==> config.mk <==
export PLATFORM = sky130hd
export DESIGN_NAME = mdu_iter
export DESIGN_NICKNAME = d
export VERILOG_FILES = /design/src/rtl/mdu_pkg.sv /design/src/rtl/mdu_addsub.sv /design/src/rtl/mdu_iter.sv
export SDC_FILE = /design/constraint.sdc
export NUM_CORES = 1
export LEC_CHECK = 0
export BUFFER_PORTS_ARGS = -buffer_cell sky130_fd_sc_hd__buf_2
export CAP_MARGIN = 25
export CORE_MARGIN = 8
export CORE_UTILIZATION = 53
export DETAILED_ROUTE_END_ITERATION = 12
export PLACE_DENSITY = 0.72
export SYNTH_ARGS = -nofsm -noshare
export SYNTH_HDL_FRONTEND = slang
export SYNTH_SLANG_ARGS = --single-unit
==> constraint.sdc <==
create_clock -name clk -period 9.6 [get_ports clk]
set_clock_uncertainty 0.15 [all_clocks]
set_input_delay 0.96 -clock clk [delete_from_list [all_inputs] [get_ports clk]]
set_output_delay 0.96 -clock clk [all_outputs]
set_load 0.005 [all_outputs]
==> src/rtl/mdu_pkg.sv <==
// mdu_pkg: op codes, FSM states, default width and the 4-bit lookahead carry helper for mdu_iter
package mdu_pkg;
    localparam int MDU_WIDTH = 32;
    localparam logic [2:0] OP_MULT  = 3'b000;
    localparam logic [2:0] OP_MULTU = 3'b001;
    localparam logic [2:0] OP_DIV   = 3'b010;
    localparam logic [2:0] OP_DIVU  = 3'b011;
    localparam logic [2:0] OP_MTHI  = 3'b100;
    localparam logic [2:0] OP_MTLO  = 3'b101;
    typedef enum logic [1:0] {IDLE, CALC, SIGN} state_e;
    function automatic logic [3:0] cla_4(input logic [3:0] g, input logic [3:0] p, input logic ci);
        logic gg, gp;
        gg = g[3] | (p[3] & g[2]) | (p[3] & p[2] & g[1]) | (p[3] & p[2] & p[1] & g[0]);
        gp = &p;
        return {gg | (gp & ci),
                g[2] | (p[2] & g[1]) | (p[2] & p[1] & g[0]) | (p[2] & p[1] & p[0] & ci),
                g[1] | (p[1] & g[0]) | (p[1] & p[0] & ci),
                g[0] | (p[0] & ci)};
    endfunction
endpackage

==> src/rtl/mdu_addsub.sv <==
// mdu_addsub: N-bit add/subtract from cascaded 4-bit lookahead groups; sub_i inverts y_i and sets carry-in
module mdu_addsub
    import mdu_pkg::*;
#(
    parameter int N = 33
) (
    input  logic [N-1:0] x_i,
    input  logic [N-1:0] y_i,
    input  logic         sub_i,
    output logic [N-1:0] sum_o,
    output logic         co_o
);
    localparam int NG = N / 4;
    logic [N-1:0] yy, g, p;
    logic [N:0]   c;
    assign yy = y_i ^ {N{sub_i}};
    assign g  = x_i & yy;
    assign p  = x_i ^ yy;
    // group carries cascade through cla_4 blocks; leftover top bits ripple
    always_comb begin
        c    = '0;
        c[0] = sub_i;
        for (int j = 0; j < NG; j++) c[4*j+1 +: 4] = cla_4(g[4*j +: 4], p[4*j +: 4], c[4*j]);
        for (int k = 4 * NG; k < N; k++) c[k+1] = g[k] | (p[k] & c[k]);
    end
    assign sum_o = p ^ c[N-1:0];
    assign co_o  = c[N];
endmodule

==> src/rtl/mdu_iter.sv <==
// mdu_iter: iterative MULT/MULTU/DIV/DIVU with HI/LO; MDU_DIVZERO_EN adds early divide-by-zero and div_zero
module mdu_iter
    import mdu_pkg::*;
#(
    parameter int WIDTH = MDU_WIDTH,
    parameter int CNT_W = 6
) (
    input  logic             clk,
    input  logic             rst_n,
    input  logic             start,
    input  logic [2:0]       op,
    input  logic [WIDTH-1:0] a,
    input  logic [WIDTH-1:0] b,
    output logic             busy,
    output logic             done,
    output logic [WIDTH-1:0] hi,
    output logic [WIDTH-1:0] lo
`ifdef MDU_DIVZERO_EN
    ,
    output logic             div_zero
`endif
);
    state_e             state_q, state_d;
    logic [CNT_W-1:0]   cnt_q, cnt_d;
    logic [2*WIDTH-1:0] acc_q, acc_d;
    logic [WIDTH-1:0]   opnd_q, opnd_d, hi_q, hi_d, lo_q, lo_d;
    logic               is_div_q, is_div_d, neg_res_q, neg_res_d, neg_rem_q, neg_rem_d, done_q, done_d;
`ifdef MDU_DIVZERO_EN
    logic               dz_q, dz_d, dzo_q, dzo_d;
`endif
    logic               mul_op, div_op, a_neg, b_neg, add_co;
    logic [WIDTH-1:0]   a_mag, b_mag, res_hi, res_lo;
    logic [WIDTH:0]     add_x, add_s;
    logic [2*WIDTH-1:0] prod, mul_next, div_next;

    assign mul_op = (op == OP_MULT) || (op == OP_MULTU);
    assign div_op = (op == OP_DIV) || (op == OP_DIVU);
    assign a_neg  = ((op == OP_MULT) || (op == OP_DIV)) && a[WIDTH-1];
    assign b_neg  = ((op == OP_MULT) || (op == OP_DIV)) && b[WIDTH-1];
    assign a_mag  = a_neg ? -a : a;
    assign b_mag  = b_neg ? -b : b;

    assign add_x = is_div_q ? acc_q[2*WIDTH-1:WIDTH-1] : {1'b0, acc_q[2*WIDTH-1:WIDTH]};
    mdu_addsub #(.N(WIDTH + 1)) u_addsub (
        .x_i   (add_x),
        .y_i   ({1'b0, opnd_q}),
        .sub_i (is_div_q),
        .sum_o (add_s),
        .co_o  (add_co)
    );
    assign mul_next = {acc_q[0] ? add_s : {1'b0, acc_q[2*WIDTH-1:WIDTH]}, acc_q[WIDTH-1:1]};
    assign div_next = {add_co ? add_s[WIDTH-1:0] : acc_q[2*WIDTH-2:WIDTH-1], acc_q[WIDTH-2:0], add_co};

    assign prod   = neg_res_q ? -acc_q : acc_q;
    assign res_hi = is_div_q ? (neg_rem_q ? -acc_q[2*WIDTH-1:WIDTH] : acc_q[2*WIDTH-1:WIDTH]) : prod[2*WIDTH-1:WIDTH];
    assign res_lo = is_div_q ? (neg_res_q ? -acc_q[WIDTH-1:0] : acc_q[WIDTH-1:0]) : prod[WIDTH-1:0];

    // next state: operand capture in IDLE, one shift-add/restoring step per CALC cycle, sign fix and HI/LO write in SIGN
    always_comb begin
        state_d   = state_q;
        cnt_d     = cnt_q;
        acc_d     = acc_q;
        opnd_d    = opnd_q;
        hi_d      = hi_q;
        lo_d      = lo_q;
        is_div_d  = is_div_q;
        neg_res_d = neg_res_q;
        neg_rem_d = neg_rem_q;
        done_d    = 1'b0;
`ifdef MDU_DIVZERO_EN
        dz_d      = dz_q;
        dzo_d     = 1'b0;
`endif
        case (state_q)
            IDLE: begin
                if (start && op == OP_MTHI) hi_d = a;
                if (start && op == OP_MTLO) lo_d = a;
                if (start && (mul_op || div_op)) begin
                    state_d   = CALC;
                    cnt_d     = '0;
                    is_div_d  = div_op;
                    acc_d     = {{WIDTH{1'b0}}, div_op ? a_mag : b_mag};
                    opnd_d    = div_op ? b_mag : a_mag;
                    neg_res_d = a_neg ^ b_neg;
                    neg_rem_d = a_neg;
`ifdef MDU_DIVZERO_EN
                    dz_d      = div_op && (b == '0);
                    if (div_op && (b == '0)) begin
                        state_d   = SIGN;
                        acc_d     = {a, {WIDTH{1'b1}}};
                        neg_res_d = 1'b0;
                        neg_rem_d = 1'b0;
                    end
`endif
                end
            end
            CALC: begin
                acc_d   = is_div_q ? div_next : mul_next;
                cnt_d   = cnt_q + CNT_W'(1);
                state_d = (cnt_q == CNT_W'(WIDTH - 1)) ? SIGN : CALC;
            end
            SIGN: begin
                hi_d    = res_hi;
                lo_d    = res_lo;
                done_d  = 1'b1;
                state_d = IDLE;
`ifdef MDU_DIVZERO_EN
                dzo_d   = dz_q;
`endif
            end
            default: state_d = IDLE;
        endcase
    end

    // state and datapath registers; reset aborts any operation and clears HI/LO
    always_ff @(posedge clk or negedge rst_n) begin
        if (!rst_n) begin
            state_q   <= IDLE;
            cnt_q     <= '0;
            acc_q     <= '0;
            opnd_q    <= '0;
            hi_q      <= '0;
            lo_q      <= '0;
            is_div_q  <= 1'b0;
            neg_res_q <= 1'b0;
            neg_rem_q <= 1'b0;
            done_q    <= 1'b0;
`ifdef MDU_DIVZERO_EN
            dz_q      <= 1'b0;
            dzo_q     <= 1'b0;
`endif
        end else begin
            state_q   <= state_d;
            cnt_q     <= cnt_d;
            acc_q     <= acc_d;
            opnd_q    <= opnd_d;
            hi_q      <= hi_d;
            lo_q      <= lo_d;
            is_div_q  <= is_div_d;
            neg_res_q <= neg_res_d;
            neg_rem_q <= neg_rem_d;
            done_q    <= done_d;
`ifdef MDU_DIVZERO_EN
            dz_q      <= dz_d;
            dzo_q     <= dzo_d;
`endif
        end
    end

    assign busy = (state_q != IDLE);
    assign done = done_q;
    assign hi   = hi_q;
    assign lo   = lo_q;
`ifdef MDU_DIVZERO_EN
    assign div_zero = dzo_q;
`endif
endmodule
==> run metrics, run 1 <==
drt wl/cell 23.6 um; EDFF count, synth 0; syn avg cell area 7.92 um2; period utilisation layout roughly three fifths; Ports roughly 140; status finished, final reports clean; min Tclk post-route 5.82 ns; Net Count, Synth between 1500 and 2000; post-synthesis register bit count 172; max-cap violation count 0; CTS tree done; register area share after synthesis 29.7%; Worst-Skew Late Latency 0.45 ns; Initial DRT Pass Iterations 6; die height around 180 um; Internal between 2 and 3 mW; setup violators final 0; HP Class input port to async pin; vias in the first global route 13400; crit path kind flip-flop to flip-flop; first-pass GRT wire length 78700 um; reg2reg setup slack 3.78 ns; number of synthesis warnings 0; Fin Hold WS 0.332 ns; worst slew pin tran 1.10 ns; CP Max Fanout ~110; area of the multi-input gates between 9000 and 10000 um2; Worst Setup Start Kind flip-flop; Sequential Power Share between 20 and 30%; Sink Count between 150 and 200; Post-Synthesis Cells 1829; RR Startpoint is_div_q$_DFFE_PN0P_; cts hold-fix bufs 0; Max Clock Freq 0.172 GHz; Crit. End Element flip-flop; PortBufs around 140; unrepaired setup endpoints after global routing false; Compound-Gate Fraction of Synth Area 24.2%; mux cell area share after synthesis 7.40%; CTS Buffer Depth 2; gr ovfl total 0; number of CTS-inserted buffers 17; reg-to-reg endpoint acc_q[50]$_DFFE_PN0P_; Final ANT Viol Nets 0; clock slew at reported path FFs roughly 0.080 ns; xor/xnor share of the synthesized area ~10%; Initial Util 53.9%; Core ar. 26900 um2; # DRC 0; ANT cells 0; fill count 2423; die area 32900 um2; PwrDens 329 nW/um2; Register-to-Register Path Depth 18; postcts setup bufs 0; switch share 50.7%; sequential cell area 4310 um2; leakage power 6.13 nW; DPL Wire Length 38100 um; FP Rows 60; clock power share between 10% and 20%; ys async rst share 100%; Fin Setup TNS 0 ns; Worst EP required 9.75 ns; Worst slew margin 26.2%; Cell Area, Synth 14500 um2; Root Driver clkbuf_16; Final Hold Vio Count 0; area share of fa/ha/maj cells after synthesis between 4 and 5%; post_cts resized 0; antenna violations before repair 0; worst path arrival time just under 6 ns; DR vias 14600; gpl congestion 0.992; Post-Synth Simple-Gate Area 18.9%; share of layout cells above drive strength 1 12.8%; Via density around 6.7; Main synth FF type dfrtp_1; Yosys cell types 76; chip width 181 um; fin. max-slew vios 0; Max VDD drop 0.151 mV; final WL 51800 um; nets approximately 2000; worst setup path start is_div_q$_DFFE_PN0P_; DRT iter0 DRCs 1953; Net Sw Power 2.64 mW; Layout Area Growth over Synthesis 9.14%; Comb power frac a little under 60%; main combinational cell family by area after synthesis compound AO/OA/AOI/OAI gates; largest net degree at the start of global routing 114; # H-tree levels 4; GR Util All Layers 30.4%
cells in the mapped netlist (4+ instances only):
cell	number	area share [%]
a211o_1	9	0.54
a211oi_1	31	1.6
a21o_1	8	0.41
a21oi_1	138	4.8
a221o_1	6	0.41
a221oi_1	4	0.24
a22oi_1	23	1.2
a31oi_1	24	1.0
a32oi_1	4	0.24
and2_1	10	0.43
and3_1	12	0.52
buf_1	21	0.54
clkbuf_1	136	3.5
dfrtp_1	172	30
fa_1	7	0.97
ha_1	38	3.3
inv_1	35	0.91
mux2_2	25	1.9
mux2i_1	79	5.5
nand2_1	188	4.9
nand2b_1	16	0.69
nand3_1	57	2.0
nand4_1	11	0.48
nor2_1	168	4.4
nor2b_1	5	0.22
nor3_1	29	1.0
nor3b_1	5	0.26
nor4_1	26	1.1
o211ai_1	38	2.0
o21a_1	19	0.98
o21ai_0	168	5.8
o21ai_1	5	0.17
o221ai_1	8	0.48
o22ai_1	8	0.35
o31ai_1	21	1.1
o41ai_1	10	0.60
or2_2	5	0.22
or3_1	21	0.91
or4_1	16	0.83
xnor2_1	91	5.5
xor2_1	81	4.9
final cells by class:
class | count | share of cell area, %
Multi-Input combinational cell | 1460 | 60.0
Clock inverter | 13 | 0.942
Tap cell | 341 | 2.70
Sequential cell | 172 | 27.2
Clock buffer | 19 | 2.80
Timing Repair Buffer | 155 | 5.47
Inverter | 36 | 0.855
worst max-delay path by stage:
stage / endpoint / slack, ns / depth (start not counted)
3_5_place_dp: acc_q[63]$_DFFE_PN0P_ / 3.41 / 17
4_1_cts: acc_q[63]$_DFFE_PN0P_ / 3.38 / 17
3_3_place_gp: acc_q[63]$_DFFE_PN0P_ / 3.63 / 17
6_report: acc_q[50]$_DFFE_PN0P_ / 3.78 / 18
5_1_grt: acc_q[50]$_DFFE_PN0P_ / 3.45 / 18
2_1_floorplan: acc_q[37]$_DFFE_PN0P_ / 3.81 / 22
cell usage in the layout (no fill, tap or decap), types with 11 or more instances in the layout:
| master | netlist | layout |
|---|---|---|
| nor2_1 | 168 | 166 |
| ha_1 | 38 | 38 |
| nand2_1 | 188 | 188 |
| o21ai_0 | 168 | 168 |
| or4_1 | 16 | 16 |
| a21oi_1 | 138 | 137 |
| buf_4 | 0 | 18 |
| nand3_1 | 57 | 57 |
| xnor2_1 | 91 | 91 |
| a31oi_1 | 24 | 24 |
| dfrtp_1 | 172 | 171 |
| o31ai_1 | 21 | 21 |
| a211oi_1 | 31 | 31 |
| mux2_2 | 25 | 25 |
| buf_2 | 2 | 134 |
| o21a_1 | 19 | 19 |
| or3_1 | 21 | 21 |
| o211ai_1 | 38 | 38 |
| inv_1 | 35 | 35 |
| and3_1 | 12 | 12 |
| clkbuf_16 | 0 | 17 |
| nor3_1 | 29 | 29 |
| a22oi_1 | 23 | 23 |
| mux2i_1 | 79 | 79 |
| nor4_1 | 26 | 26 |
| xor2_1 | 81 | 81 |
| nand4_1 | 11 | 11 |
| nand2b_1 | 16 | 15 |
worst max-delay path: stages, from the launching register on:
cell	delay, ns
dfrtp_4	1.07
buf_12	0.52
mux2_2	0.41
ha_1	0.35
nand4_1	0.17
nor4b_1	0.37
a222oi_1	0.11
buf_4	0.19
or3_1	0.37
a21oi_2	0.36
o41ai_4	0.14
o21bai_1	0.16
ha_1	0.22
a21oi_2	0.04
buf_4	0.27
nor2_1	0.41
nand3_1	0.13
o211ai_1	0.10
a211oi_1	0.07
cells by family after synthesis:
family / count (synthesis)
AOI/OAI and AO/OA: 554
xor gates and xnor gates: 172
adders and majority gates: 45
buffers and inverters: 197
DFF: 172
muxes: 104
and+or+nand+nor: 585
stage by stage:
step / worst slack (ns) / power [mW] / utilization, % / instances / area [um2]
after floorplan: 3.81 / 3.51 / - / 1829 / 14500
after global placement: 3.63 / 4.33 / 56.5 / 2163 / 15200
after CTS: 3.38 / 5.11 / 58.7 / 2195 / 15800
after detailed placement: 3.41 / 4.39 / 56.5 / 2163 / 15200
after global routing: 3.45 / 5.55 / 58.8 / 2196 / 15800
final: 3.78 / 5.20 / 58.8 / 2196 / 15800
sequential cells by signal, summed over array words and instances (netlist names):
name and count:
acc_q 64, hi 32, lo 32, opnd_q 32, cnt_q 6, state_q 2, done 1, is_div_q 1
neg_rem_q 1, neg_res_q 1
routing by layer:
layer	global-route usage [%]	wire, um	vias up
met4	13.3	2470	0
li1	-	-	6625
met3	8.85	6170	133
met2	44.0	21600	909
met5	0	0	-
met1	41.6	21500	6946
power groups by stage:
stage	sequential, mW	combinational [mW]	clock, mW
final	1.47	3.02	0.712
after CTS	1.45	2.95	0.711
after global placement	1.45	2.88	0
after floorplan	1.11	2.40	0
after global routing	1.50	3.32	0.738
after detailed placement	1.46	2.93	0
No activity file was read; power rests on OpenSTA's default activity.
==> inputs of run 2 (changes only) <==
--- a/config.mk
+++ b/config.mk
@@ -10,7 +10,7 @@
 export CORE_MARGIN = 8
 export CORE_UTILIZATION = 53
 export DETAILED_ROUTE_END_ITERATION = 12
-export PLACE_DENSITY = 0.72
+export PLACE_DENSITY = 0.75
 export SYNTH_ARGS = -nofsm -noshare
 export SYNTH_HDL_FRONTEND = slang
 export SYNTH_SLANG_ARGS = --single-unit
==> constraint.sdc (replaced) <==
create_clock -name clk -period 5.3 [get_ports clk]
set_clock_uncertainty 0.15 [all_clocks]
set_input_delay 0.53 -clock clk [delete_from_list [all_inputs] [get_ports clk]]
set_output_delay 0.53 -clock clk [all_outputs]
set_load 0.005 [all_outputs]
==> run 2 against run 1 <==
Net effect:
- the run now ends with negative hold slack left
- register-to-register slack got worse by 3.5 ns
- global-route usage down 0.13 points
- sequential power rose by 73%
- design area up 0.19%
- die area unchanged
- critical endpoint is now acc_q[61]$_DFFE_PN0P_
- highest routed layer unchanged
==> run metrics, run 2 (same netlist as run 1, synthesis figures left out) <==
Worst path slowest cell dfrtp_4; failing checks negative hold slack; CTS Buffer Depth 2 (unchanged); GR Util All Layers 30.3% (-0.13 points); DRT iter0 DRCs 2017 (+3.3%); status complete, but fails checks; pre-CTS setup slack 0.354 ns (-3.06 ns); Max VDD drop 0.306 mV (+100%); Register-to-Register Path Depth 15 (-3); Critical Path Max Stage Delay 0.91 ns (-0.16 ns); switch share 51.1% (+0.44 points); worst slew pin tran 1.06 ns (-0.0399 ns); Comb power frac 60.5% (+2.5 points); setup violators final 0 (unchanged); Via density 6.66 (+0.11%); postcts setup bufs 0 (unchanged); # H-tree levels 4 (unchanged); leakage power 6.16 nW (+0.48%); min Tclk post-route 5.02 ns (-0.795 ns); largest net degree at the start of global routing 88 (-23%); Core ar. 26900 um2 (unchanged); Ports 136 (unchanged); unrepaired setup endpoints after global routing false; # DRC 0 (unchanged); sequential cell area 4310 um2 (unchanged); Root Driver clkbuf_16; antenna violations before repair 0 (unchanged); gr ovfl total 0 (unchanged); PwrDens 606 nW/um2 (+84%); Crit. End Element flip-flop; Sink Count 172 (unchanged); period utilisation layout 94.7% (+34 points); area of the multi-input gates 9480 um2 (about the same); Most Crowded Layer GR met2; Final Hold Vio Count 9 (+9); Initial Util 53.9% (unchanged); Cell Chain, Critical Path o21ai_0 > ha_1 > a211o_1 > a211o_1 > a222oi_1 > or3_1 > a21oi_2 > o41ai_4 > o21bai_1 > ha_1 > a21oi_2 > buf_4 > and2_1 > a211oi_1 > a2111oi_1; vias in the first global route 13400 (+0.12%); Worst EP required 5.47 ns (-4.28 ns); clock slew at reported path FFs 0.08 ns (about the same); Max Clock Freq 0.199 GHz (+16%); placed cell area 15300 um2 (+0.59%); commonest non-fill, non-tap cells in the layout nand2_1, dfrtp_1, o21ai_0; die area 32900 um2 (unchanged); gpl congestion 1.01 (+1.9%); nets 1970 (+0.66%); Initial DRT Pass Iterations 7 (+1); number of CTS-inserted buffers 17 (unchanged); CP Depth 15 (-3); grt met3 use 7.78% (-1.1 points); Fin Hold WS -0.0325 ns (-0.365 ns); final worst slack 0.279 ns (-3.51 ns); Top reg by flops acc_q; crit path kind flip-flop to flip-flop; first-pass GRT wire length 78800 um (+0.18%); HP Class input port to async pin; reg2reg setup slack 0.28 ns (-3.51 ns); chip width 181 um (unchanged); max reg flops 64 (unchanged); Net Sw Power 4.90 mW (+86%); cts hold-fix bufs 0 (unchanged); reg-to-reg endpoint acc_q[61]$_DFFE_PN0P_; routing usage on met2 44.3% (+0.38 points); Fin Setup TNS 0 ns (unchanged); CTS tree done; Sequential Power Share 26.5% (-1.8 points); Worst slew margin 28.9% (+2.7 points); fin. max-slew vios 0 (unchanged); worst path arrival time 5.19 ns (-0.77 ns); share of layout cells above drive strength 1 13.3% (+0.56 points); DR vias 14700 (+0.66%); family with the most delay on the worst path compound AO/OA/AOI/OAI gates; die height 181 um (unchanged); Internal 4.69 mW (+83%); clock power share 13.0% (-0.7 points); ANT cells 0 (unchanged); commonest non-fill, non-tap cell in the layout nand2_1; Bufs and invs on worst path 1 (-2); CP Max Fanout 56 (-50%); Worst Setup Start Kind flip-flop; fill count 2471 (+2.0%); RR Startpoint is_div_q$_DFFE_PN0P_; Final ANT Viol Nets 0 (unchanged); max-cap violation count 0 (unchanged); Worst-Skew Late Latency 0.45 ns (about the same); final WL 50800 um (-1.9%); final instance area 15800 um2 (+0.19%); FP Rows 60 (unchanged); post_cts resized 0 (unchanged); Layout Area Growth over Synthesis 9.34%; DPL Wire Length 38300 um (+0.43%); drt wl/cell 23.0 um (-2.4%); met1 Usage GRT 42.7% (+1.1 points); PortBufs 135 (unchanged)
[run 2: metrics by stage]
step                      cells  power [mW]  util [%]  hold WS [ns]
after floorplan            1829        6.37         -        0.0844
after global placement     2177        7.99      56.9         0.316
after detailed placement   2177        8.13      56.9         0.330
after CTS                  2208        9.38      58.9        0.0209
after global routing       2208        10.2      58.9        0.0651
final                      2208        9.60      58.9       -0.0325
[run 2: layout make-up]
| type | instances | share of cell area, % |
|---|---|---|
| Multi-Input combinational cell | 1460 | 59.9 |
| Timing Repair Buffer | 168 | 5.87 |
| Clock inverter | 13 | 0.821 |
| Inverter | 36 | 0.853 |
| Sequential cell | 172 | 27.2 |
| Clock buffer | 18 | 2.71 |
| Tap cell | 341 | 2.69 |
[run 2: power by group through the flow]
stage	clock network (mW)	registers, mW	logic, mW
2_1_floorplan	0	2.01	4.36
3_3_place_gp	0	2.51	5.48
3_5_place_dp	0	2.52	5.61
4_1_cts	1.25	2.49	5.64
5_1_grt	1.30	2.59	6.31
6_report	1.25	2.54	5.81
[run 2: worst max path at each step]
| stage | startpoint | to | slack (ns) |
|---|---|---|---|
| finish | is_div_q$_DFFE_PN0P_ | acc_q[61]$_DFFE_PN0P_ | 0.28 |
| global route | is_div_q$_DFFE_PN0P_ | acc_q[59]$_DFFE_PN0P_ | 0.02 |
| CTS | is_div_q$_DFFE_PN0P_ | acc_q[61]$_DFFE_PN0P_ | 0.34 |
| detailed placement | is_div_q$_DFFE_PN0P_ | acc_q[61]$_DFFE_PN0P_ | 0.35 |
| global placement | is_div_q$_DFFE_PN0P_ | acc_q[61]$_DFFE_PN0P_ | 0.54 |
| floorplan | is_div_q$_DFFE_PN0P_ | acc_q[37]$_DFFE_PN0P_ | 0.03 |
[run 2: per-layer routing]
layer | part of all wire (%) | routed length (um) | up-vias
met3 | 12 | 5940 | 107
met5 | 0 | 0 | -
met2 | 42 | 21400 | 936
li1 | - | - | 6662
met4 | 3.4 | 1740 | 0
met1 | 43 | 21700 | 7004
[run 2: worst register-to-register path, delay by kind of cell (launching register included)]
family / cells / cell delay, ns
fa+ha+maj: 2 / 0.61
simple gates: 2 / 0.43
flops: 1 / 0.91
buf+inv: 1 / 0.27
compound gates: 10 / 2.52
